===== src/rtl/utf8_pkg.sv =====
// Shared types and constants for the streaming UTF-8 decoder.
//   err_e   : error code attached to every decoded entry (0 = clean)
//   state_e : decoder FSM state
//   min_cp  : smallest code point legally encoded with a given sequence length
package utf8_pkg;

    typedef enum logic [2:0] {
        ERR_NONE      = 3'd0,
        ERR_INVALID   = 3'd1,
        ERR_TRUNCATED = 3'd2,
        ERR_OVERLONG  = 3'd3,
        ERR_SURROGATE = 3'd4,
        ERR_RANGE     = 3'd5
    } err_e;

    typedef enum logic {
        ST_IDLE = 1'b0,
        ST_CONT = 1'b1
    } state_e;

    localparam logic [20:0] REPLACEMENT_CP = 21'h00FFFD;
    localparam logic [20:0] MAX_CP         = 21'h10FFFF;
    localparam logic [20:0] SURR_LO        = 21'h00D800;
    localparam logic [20:0] SURR_HI        = 21'h00DFFF;

    // Overlong thresholds for 2-, 3- and 4-byte sequences.
    localparam logic [20:0] MIN_CP2 = 21'h000080;
    localparam logic [20:0] MIN_CP3 = 21'h000800;
    localparam logic [20:0] MIN_CP4 = 21'h010000;

    function automatic logic [20:0] min_cp(input logic [2:0] seq_len);
        case (seq_len)
            3'd2:    return MIN_CP2;
            3'd3:    return MIN_CP3;
            default: return MIN_CP4;
        endcase
    endfunction

endpackage


===== src/rtl/utf8_sync_fifo.sv =====
// Synchronous first-word-fall-through FIFO holding decoded entries.
// Ports:
//   clk, rst     : clock, synchronous active-high reset (empties the queue)
//   push, din    : write request / data (ignored when full)
//   full         : no free entry
//   pop          : consume head (ignored when empty)
//   valid, dout  : head present / head data (dout forced to 0 when empty)
module utf8_sync_fifo #(
    parameter int WIDTH = 25,
    parameter int DEPTH = 4
) (
    input  logic             clk,
    input  logic             rst,
    input  logic             push,
    input  logic [WIDTH-1:0] din,
    output logic             full,
    input  logic             pop,
    output logic             valid,
    output logic [WIDTH-1:0] dout
);

    localparam int AW = $clog2(DEPTH);

    logic [WIDTH-1:0] mem [DEPTH];
    // Extra MSB distinguishes full from empty when the index bits match.
    logic [AW:0]      wr_ptr;
    logic [AW:0]      rd_ptr;
    logic             empty;
    logic             do_push;
    logic             do_pop;

    assign empty   = (wr_ptr == rd_ptr);
    assign full    = (wr_ptr[AW] != rd_ptr[AW]) && (wr_ptr[AW-1:0] == rd_ptr[AW-1:0]);
    assign do_push = push && !full;
    assign do_pop  = pop && !empty;
    assign valid   = !empty;
    assign dout    = empty ? '0 : mem[rd_ptr[AW-1:0]];

    always_ff @(posedge clk) begin
        if (rst) begin
            wr_ptr <= '0;
            rd_ptr <= '0;
        end else begin
            if (do_push) wr_ptr <= wr_ptr + (AW+1)'(1);
            if (do_pop)  rd_ptr <= rd_ptr + (AW+1)'(1);
        end
    end

    // Storage needs no reset: entries are only visible between the pointers.
    always_ff @(posedge clk) begin
        if (do_push) mem[wr_ptr[AW-1:0]] <= din;
    end

endmodule


===== src/rtl/utf8_stream_decoder.sv =====
// Streaming UTF-8 to code point decoder with an output queue.
// Handshake: a byte moves when in_valid && in_ready on a rising edge; an entry
// leaves the queue when out_valid && out_ready on a rising edge. in_ready never
// depends on out_ready.
// Ports:
//   clk, rst                  : clock, synchronous active-high reset
//   in_valid/in_ready         : byte handshake
//   in_byte, in_last          : byte and end-of-stream marker
//   out_valid/out_ready       : entry handshake
//   out_cp, out_err, out_last : decoded code point, error code, stream end
//   err_count                 : saturating count of errored entries pushed
//   busy                      : a partial multi-byte sequence is held
module utf8_stream_decoder
    import utf8_pkg::*;
#(
    parameter int FIFO_DEPTH  = 4,
    parameter bit CHK_RANGE   = 1'b1,
    parameter bit REJECT_SURR = 1'b1,
    parameter bit REPLACE     = 1'b1,
    parameter int CNT_W       = 8
) (
    input  logic             clk,
    input  logic             rst,
    input  logic             in_valid,
    output logic             in_ready,
    input  logic [7:0]       in_byte,
    input  logic             in_last,
    output logic             out_valid,
    input  logic             out_ready,
    output logic [20:0]      out_cp,
    output logic [2:0]       out_err,
    output logic             out_last,
    output logic [CNT_W-1:0] err_count,
    output logic             busy
);

    state_e      state, nxt_state;
    logic [20:0] acc, nxt_acc, acc_next;
    logic [1:0]  need, nxt_need;
    logic [2:0]  seq_len, nxt_len;

    logic        is_cont, stall, accept, fifo_full;
    logic        push, push_last;
    logic [20:0] push_raw, push_cp;
    err_e        push_err;
    logic [24:0] fifo_dout;

    function automatic err_e check_value(input logic [20:0] value, input logic [2:0] len);
        if (value < min_cp(len))                              return ERR_OVERLONG;
        if (CHK_RANGE && value > MAX_CP)                      return ERR_RANGE;
        if (REJECT_SURR && value >= SURR_LO && value <= SURR_HI) return ERR_SURROGATE;
        return ERR_NONE;
    endfunction

    assign is_cont  = (in_byte[7:6] == 2'b10);
    // A non-continuation byte mid-sequence is held back and re-read as a lead byte.
    assign stall    = (state == ST_CONT) && in_valid && !is_cont;
    assign in_ready = !fifo_full && !stall;
    assign accept   = in_valid && in_ready;
    assign acc_next = {acc[14:0], in_byte[5:0]};
    assign busy     = (state == ST_CONT);

    always_comb begin
        push      = 1'b0;
        push_raw  = '0;
        push_err  = ERR_NONE;
        push_last = 1'b0;
        nxt_state = state;
        nxt_acc   = acc;
        nxt_need  = need;
        nxt_len   = seq_len;
        case (state)
            ST_IDLE: begin
                if (accept) begin
                    nxt_acc  = '0;
                    nxt_need = 2'd0;
                    if (!in_byte[7]) begin
                        push      = 1'b1;
                        push_raw  = {13'b0, in_byte};
                        push_last = in_last;
                    end else if (in_byte[7:5] == 3'b110) begin
                        nxt_acc  = {16'b0, in_byte[4:0]};
                        nxt_need = 2'd1;
                        nxt_len  = 3'd2;
                    end else if (in_byte[7:4] == 4'b1110) begin
                        nxt_acc  = {17'b0, in_byte[3:0]};
                        nxt_need = 2'd2;
                        nxt_len  = 3'd3;
                    end else if (in_byte[7:3] == 5'b11110) begin
                        nxt_acc  = {18'b0, in_byte[2:0]};
                        nxt_need = 2'd3;
                        nxt_len  = 3'd4;
                    end else begin
                        push      = 1'b1;
                        push_raw  = {13'b0, in_byte};
                        push_err  = ERR_INVALID;
                        push_last = in_last;
                    end
                    if (nxt_need != 2'd0) begin
                        if (in_last) begin
                            push      = 1'b1;
                            push_raw  = nxt_acc;
                            push_err  = ERR_TRUNCATED;
                            push_last = 1'b1;
                            nxt_need  = 2'd0;
                        end else begin
                            nxt_state = ST_CONT;
                        end
                    end
                end
            end
            ST_CONT: begin
                if (stall) begin
                    // With the queue full the truncation waits; the byte stays held.
                    if (!fifo_full) begin
                        push      = 1'b1;
                        push_raw  = acc;
                        push_err  = ERR_TRUNCATED;
                        nxt_need  = 2'd0;
                        nxt_state = ST_IDLE;
                    end
                end else if (accept) begin
                    nxt_acc = acc_next;
                    if (need == 2'd1) begin
                        push      = 1'b1;
                        push_raw  = acc_next;
                        push_err  = check_value(acc_next, seq_len);
                        push_last = in_last;
                        nxt_need  = 2'd0;
                        nxt_state = ST_IDLE;
                    end else begin
                        nxt_need = need - 2'd1;
                        if (in_last) begin
                            push      = 1'b1;
                            push_raw  = acc_next;
                            push_err  = ERR_TRUNCATED;
                            push_last = 1'b1;
                            nxt_need  = 2'd0;
                            nxt_state = ST_IDLE;
                        end
                    end
                end
            end
            default: nxt_state = ST_IDLE;
        endcase
    end

    assign push_cp = (REPLACE && push_err != ERR_NONE) ? REPLACEMENT_CP : push_raw;

    always_ff @(posedge clk) begin
        if (rst) begin
            state     <= ST_IDLE;
            acc       <= '0;
            need      <= '0;
            seq_len   <= '0;
            err_count <= '0;
        end else begin
            state   <= nxt_state;
            acc     <= nxt_acc;
            need    <= nxt_need;
            seq_len <= nxt_len;
            if (push && push_err != ERR_NONE && err_count != {CNT_W{1'b1}})
                err_count <= err_count + CNT_W'(1);
        end
    end

    utf8_sync_fifo #(
        .WIDTH (25),
        .DEPTH (FIFO_DEPTH)
    ) u_fifo (
        .clk   (clk),
        .rst   (rst),
        .push  (push),
        .din   ({push_cp, push_err, push_last}),
        .full  (fifo_full),
        .pop   (out_ready),
        .valid (out_valid),
        .dout  (fifo_dout)
    );

    assign out_cp   = fifo_dout[24:4];
    assign out_err  = fifo_dout[3:1];
    assign out_last = fifo_dout[0];

endmodule


===== config.mk =====
export PLATFORM = sky130hd
export DESIGN_NAME = utf8_stream_decoder
export DESIGN_NICKNAME = d
export VERILOG_FILES = /design/src/rtl/utf8_pkg.sv /design/src/rtl/utf8_sync_fifo.sv /design/src/rtl/utf8_stream_decoder.sv
export SDC_FILE = /design/constraint.sdc
export NUM_CORES = 1
export LEC_CHECK = 0
export CAP_MARGIN = 40
export CORE_ASPECT_RATIO = 1.25
export CORE_MARGIN = 2
export CORE_UTILIZATION = 45
export DETAILED_ROUTE_END_ITERATION = 7
export GPL_TIMING_DRIVEN = 0
export PLACE_DENSITY = 0.61
export SLEW_MARGIN = 20
export SYNTH_ARGS = -nofsm -noshare
export SYNTH_HDL_FRONTEND = slang
export SYNTH_HIERARCHICAL = 1
export SYNTH_SLANG_ARGS = --single-unit

===== constraint.sdc =====
create_clock -name clk -period 9.8 [get_ports clk]
set_input_delay 0.98 -clock clk [delete_from_list [all_inputs] [get_ports clk]]
set_output_delay 0.98 -clock clk [all_outputs]
set_load 0.02 [all_outputs]

==> impl_results.md <==
* Post-CTS setup buffers at 0
* Buffers plus inverters on the worst setup path at 3
* Slew margin rel. at 0.4765
* Worst-Margin Slew at 0.7770 ns
* 1st-iter DRT viols at 273
* ANT nets after route at 0
* Synth Register Bits at 143
* Lkg Pwr at 2.662 nW
* Synthesized area at 6578 um2
* # rows at 49
* CTS clk-pin slew, worst paths at 0.06 ns
* Wire per inst at 18.53 um
* HP Class: reg2reg
* Die width at 112.1 um
* Status: completed
* Crit path DAT at 4.17 ns
* Crit start category: register
* Final #Nets at 604
* Post-synth EDFFs at 100
* Total GRT Usage at 0.1910
* Synth area leader: edfxtp_1
* Antenna fix cells at 0
* DP HPWL at 9.737 mm
* Max-slew violations at 0
* I/O pin total at 49
* Largest cells by area after synthesis: edfxtp_1, dfxtp_1, mux4_2
* Final wirelength at 14.33 mm
* Worst IR drop on VDD at 0.1585 mV
* Post-CTS Resized at 0
* CP most frequent cell: clkbuf_1
* Synth warn at 6
* First-pass iteration count of the detailed router at 5
* Total core area at 14350 um2
* Asr flop ratio synth at 0
* Fraction of layout cells with a size suffix above 1 at 0.1647
* Clock Tree Buf Depth at 2
* PwrDens at 265.0 nW/um2
* Hold buffers post-CTS at 0
* Placer Congestion at 0.8800
* Number of global-route vias before repair at 4439
* Clock sinks at 143
* First-pass GRT wire length at 23.04 mm
* Starting density of the core at 0.4585
* Crit-path slowest cell: and2_2
* Drc violations at 0
* Delay-heaviest family, CP: simple AND/OR/NAND/NOR gates
* RSZ-0062 raised after global routing: false
* Syn Nets at 538
* CP max stage delay at 0.65 ns
* Die height at 139.2 um
* Via density at 5.715
* TritonCTS clock tree: done
* Pin count of the biggest net entering global routing at 26
* Initial antenna violation count at 0
* Die Area at 15610 um2
* Layout overhead on the synthesized area at 19.23%
* Max cap viols at 0
* Total grt overflow at 0
* Mean area per synthesized cell at 12.75 um2
* Post-layout min period at 4.124 ns
* Fmax at 242.5 MHz
* Top-count cell post-synth: edfxtp_1
* Sequential area share after synthesis at 0.5874
* PortBufs at 46
* Hold_ws at 0.4519 ns
* Fin. Hold Viols at 0
* Critical Path RT at 9.84 ns
* Vias at 4418
* Crit-path cells: xor2_2 > nor3_1 > nand2b_1 > clkbuf_1 > nor2_2 > clkbuf_1 > or2_2 > inv_1 > a31oi_1 > and2_2
* Setup violations, final at 0
* Crit path max fanout at 25
* Unique masters post-synth at 61
* Top cell type's share of synthesized area at 0.4565
* Post-synth top cells: edfxtp_1, dfxtp_1, nand2_1, a21oi_1, nand3_1
* Clock Latency Late Sink at 0.42 ns
* Top_reg_cell synth: edfxtp_1
* Util after Layout at 0.5467
* # H-tree levels at 4
* Register Area at 3864 um2
* Clock root cell: clkbuf_16
* Total Negative Setup Slacks at 0 ns
* Worst setup path category: reg2reg
* CTS Buf Count at 17
* Filler cells at 1249
* Final period utilization at 0.4209
* CP Capture Type: register
* Multi-input logic area at 2504 um2
* Post-Synthesis Cells at 516
* Worst clock skew at 0.01419 ns
[tightest hold or removal path: cells and delay by family, from the launching register on]
kind	cells	cell delay, ns
flip-flops	1	0.31
AND/OR/NAND/NOR	1	0.05
AO/OA/AOI/OAI	1	0.05
[sequential cells by signal, summed over array words and instances, names as in the netlist, named ones only]
name	cells
acc	21
busy	1
err_count	8
need	2
seq_len	3
u_fifo/mem	100
u_fifo/rd_ptr	3
u_fifo/wr_ptr	3
[kinds of logic after synthesis]
logic type,after synthesis,share of synthesized area
xor+xnor,6,0.01027
fa+ha+maj,9,0.01712
mux,33,0.09911
simple gates,187,0.1560
compound gates,96,0.09645
buf+inv,42,0.03367
flops,143,0.5874
[power breakdown]
part | internal (W) | leakage, nW | total, W | switching (W)
clock | 0.000331 | 0.266 | 0.000592 | 0.000261
sequential | 0.000731 | 1.29 | 0.000756 | 0.0000255
combinational | 0.000342 | 1.11 | 0.000730 | 0.000388
total | 0.00140 | 2.66 | 0.00208 | 0.000674
[cells in the final DEF (no fill, tap or decap), drive strengths merged, types with 3 or more instances in the layout]
cell type        n
nand2           41
nor2b           30
mux4            25
xor2             3
a31oi            3
clkbuf          37
dfxtp           43
a211oi           6
or2              3
or4              3
nor2            23
a22oi            6
clkdlybuf4s50   46
and3             5
mux2             7
nand2b           8
buf             12
ha               9
and2b            7
o21ai           14
a211o            3
o211ai           4
clkinv           3
inv             19
xnor2            3
nor3b            8
nand3           31
nand4           10
clkinvlp         3
edfxtp         100
a21oi           38
and2             6
nor3             7
a221o           10
[metrics by stage]
step / setup slack (ns) / total power (W) / instances / area [um2]
after CTS: 5.632 / 0.002106 / 773 / 7843
after detailed placement: 5.390 / 0.001513 / 741 / 7292
final: 5.676 / 0.002078 / 773 / 7843
after global placement: 4.247 / 0.001500 / 740 / 7261
after floorplan: 6.212 / 0.001232 / 516 / 6578
after global routing: 5.428 / 0.002176 / 773 / 7843
[per-layer routing]
layer  up-vias  global-route usage  routed length, um
met3        13             0.04021                607
met1      2176              0.2373               6123
met5         -                   0                  0
li1       2096                   -                  -
met4         0             0.07638                238
met2       133              0.3256               7356
[final cells by class]
cell class | instances | area share
clock inverters | 15 | 0.01595
inverters | 10 | 0.004786
well taps | 178 | 0.02840
repair buffers | 47 | 0.06126
multi-input cells | 331 | 0.3192
plain buffers | 32 | 0.02345
clock buffers | 17 | 0.05424
flip-flops and latches | 143 | 0.4927
[path summary, 6_finish.rpt]
check	from	endpoint	slack [ns]	depth (start not counted)
hold / removal	acc[19]	acc[19]	0.45	2
setup reg to reg	u_fifo/wr_ptr[0]	u_fifo/mem[1][6]	5.68	10
hold reg to reg	acc[19]	acc[19]	0.45	2
setup / recovery	u_fifo/wr_ptr[0]	u_fifo/mem[1][6]	5.68	10
No activity file was read; power rests on OpenSTA's default activity.
==> patch (same settings) <==
Put a register stage on the output `out_err`. The value now appears one clock later. The other outputs are not delayed to match.
--- a/src/rtl/utf8_stream_decoder.sv
+++ b/src/rtl/utf8_stream_decoder.sv
@@ -181,3 +181,5 @@
     assign out_cp   = fifo_dout[24:4];
-    assign out_err  = fifo_dout[3:1];
+    always_ff @(posedge clk) begin
+        out_err <= fifo_dout[3:1];
+    end
     assign out_last = fifo_dout[0];
Function: changed (Yosys sat finds a counterexample within 4 cycles, from zero or initial values and one cycle with rst high).
==> patch against the unedited design <==
Area after synthesis fell by 1.2%. Sequential cell count rose by 3. Power fell by 2.3%. Wire length rose by 2.0%. Hold slack improved by 0.0053 ns. Worst setup slack improved by 0.21 ns. First-iteration DRC count fell by 12%. Combinational power fell by 14%. Count of clock-buffer cells in the layout did not move. Cell area fell by 0.67%. Clock skew fell by 0.0036 ns. Critical path type unchanged.
==> patch: results (changes against the unedited design) <==
----------------------------------------------------
[Power]
  Leakage power ... 2.562 nW (was 2.662 nW)
  Internal power contribution ... 1.392 mW (was 1.404 mW)
  Power Density ... 260.7 nW/um^2 (was 265.0 nW/um^2)
  Part of the power in the clock network ... 30.9% (was 28.5%)
  Max VDD drop ... 0.0001277 V (was 0.0001585 V)
  Flip-flop and latch power ... 0.773 mW (was 0.756 mW)

[Placed design]
  Placer Congestion ... 0.9289 (was 0.8800)
  DP Cell Count ... 732 (was 741)
  Instance area at placement ... 7206 um^2 (was 7292 um^2)
  Number of buffers inserted by port buffering ... 44 (was 46)
  HPWL after detailed placement ... 9.857 mm (was 9.737 mm)
  Minimum setup slack after placement ... 5.464 ns (was 5.390 ns)

[Detailed routing]
  Amount of wire on met2 after detailed routing ... 7.369 mm (was 7.356 mm)
  Vias post-DR ... 4,384 (was 4,418)
  Total Wirelength ... 14.62 mm (was 14.33 mm)
  Routed len/inst ... 19.11 um (was 18.53 um)
  DR WL met3 ... 731 um (was 607 um)

[Synthesis]
  Top post-synthesis cells by area ... sky130_fd_sc_hd__edfxtp_1 46%, sky130_fd_sc_hd__dfxtp_1 14%, sky130_fd_sc_hd__mux4_2 8.7% (was sky130_fd_sc_hd__edfxtp_1 46%, sky130_fd_sc_hd__dfxtp_1 13%, sky130_fd_sc_hd__mux4_2 8.6%)
  Compound-Gate Fraction of Synth Area ... 10.26% (was 9.644%)
  Post-synthesis cell count ... 509 (was 516)
  Fraction of the mapped netlist area in adder cells ... 1.733% (was 1.712%)

[Final layout]
  Flip-flop and latch count ... 146 (was 143)
  Seq area share ... 50.37% (was 49.27%)
  Filler Cell Count ... 1,231 (was 1,249)
  Total Nets Final ... 596 (was 604)
  Non-clock buffers, area share ... 8.336% (was 8.472%)
  Non-clock buffer count in the final layout ... 80 (was 79)

[Worst setup path]
  Register-to-register path setup slack ... 5.89 ns (was 5.68 ns)
  Data arrival time of the critical path ... 3.95 ns (was 4.17 ns)
  Reg2reg end ... u_fifo/mem[2][19] (was u_fifo/mem[1][6])

[Global route]
  GR Layer Usage met2 ... 33.54% (was 32.56%)
  Met1 capacity usage during global routing ... 25.48% (was 23.73%)
  Global-route total usage across every layer ... 19.62% (was 19.10%)

[Timing]
  Transition time of the tightest slew-check pin ... 0.7302 ns (was 0.7770 ns)

[Status]
  Outcome ... finished clean (unchanged)

----------------------------------------------------
patch: cell types whose count changed after synthesis, sizes merged, moves of 3 or more:
| cell | before | now |
|---|---|---|
| a211oi | 6 | 2 |
| a31oi | 3 | 6 |
| and2b | 7 | 0 |
| mux2 | 7 | 1 |
| nor3b | 8 | 4 |
| dfxtp | 43 | 46 |
| nand2 | 41 | 45 |
| nand2b | 8 | 5 |
| nand4 | 10 | 5 |
| a311oi | 0 | 5 |
| or3 | 1 | 5 |
patch: worst max-delay path by stage:
stage | start | end | slack, ns | cells after the start
floorplan | u_fifo/wr_ptr[0] | u_fifo/mem[3][0] | 5.96 | 8
global placement | in_byte[6] | u_fifo/mem[3][21] | 3.89 | 6
detailed placement | in_byte[6] | u_fifo/mem[0][22] | 5.46 | 7
CTS | u_fifo/wr_ptr[0] | u_fifo/mem[0][19] | 5.70 | 9
global route | u_fifo/wr_ptr[0] | u_fifo/mem[2][19] | 5.60 | 10
finish | u_fifo/wr_ptr[0] | u_fifo/mem[2][19] | 5.89 | 10
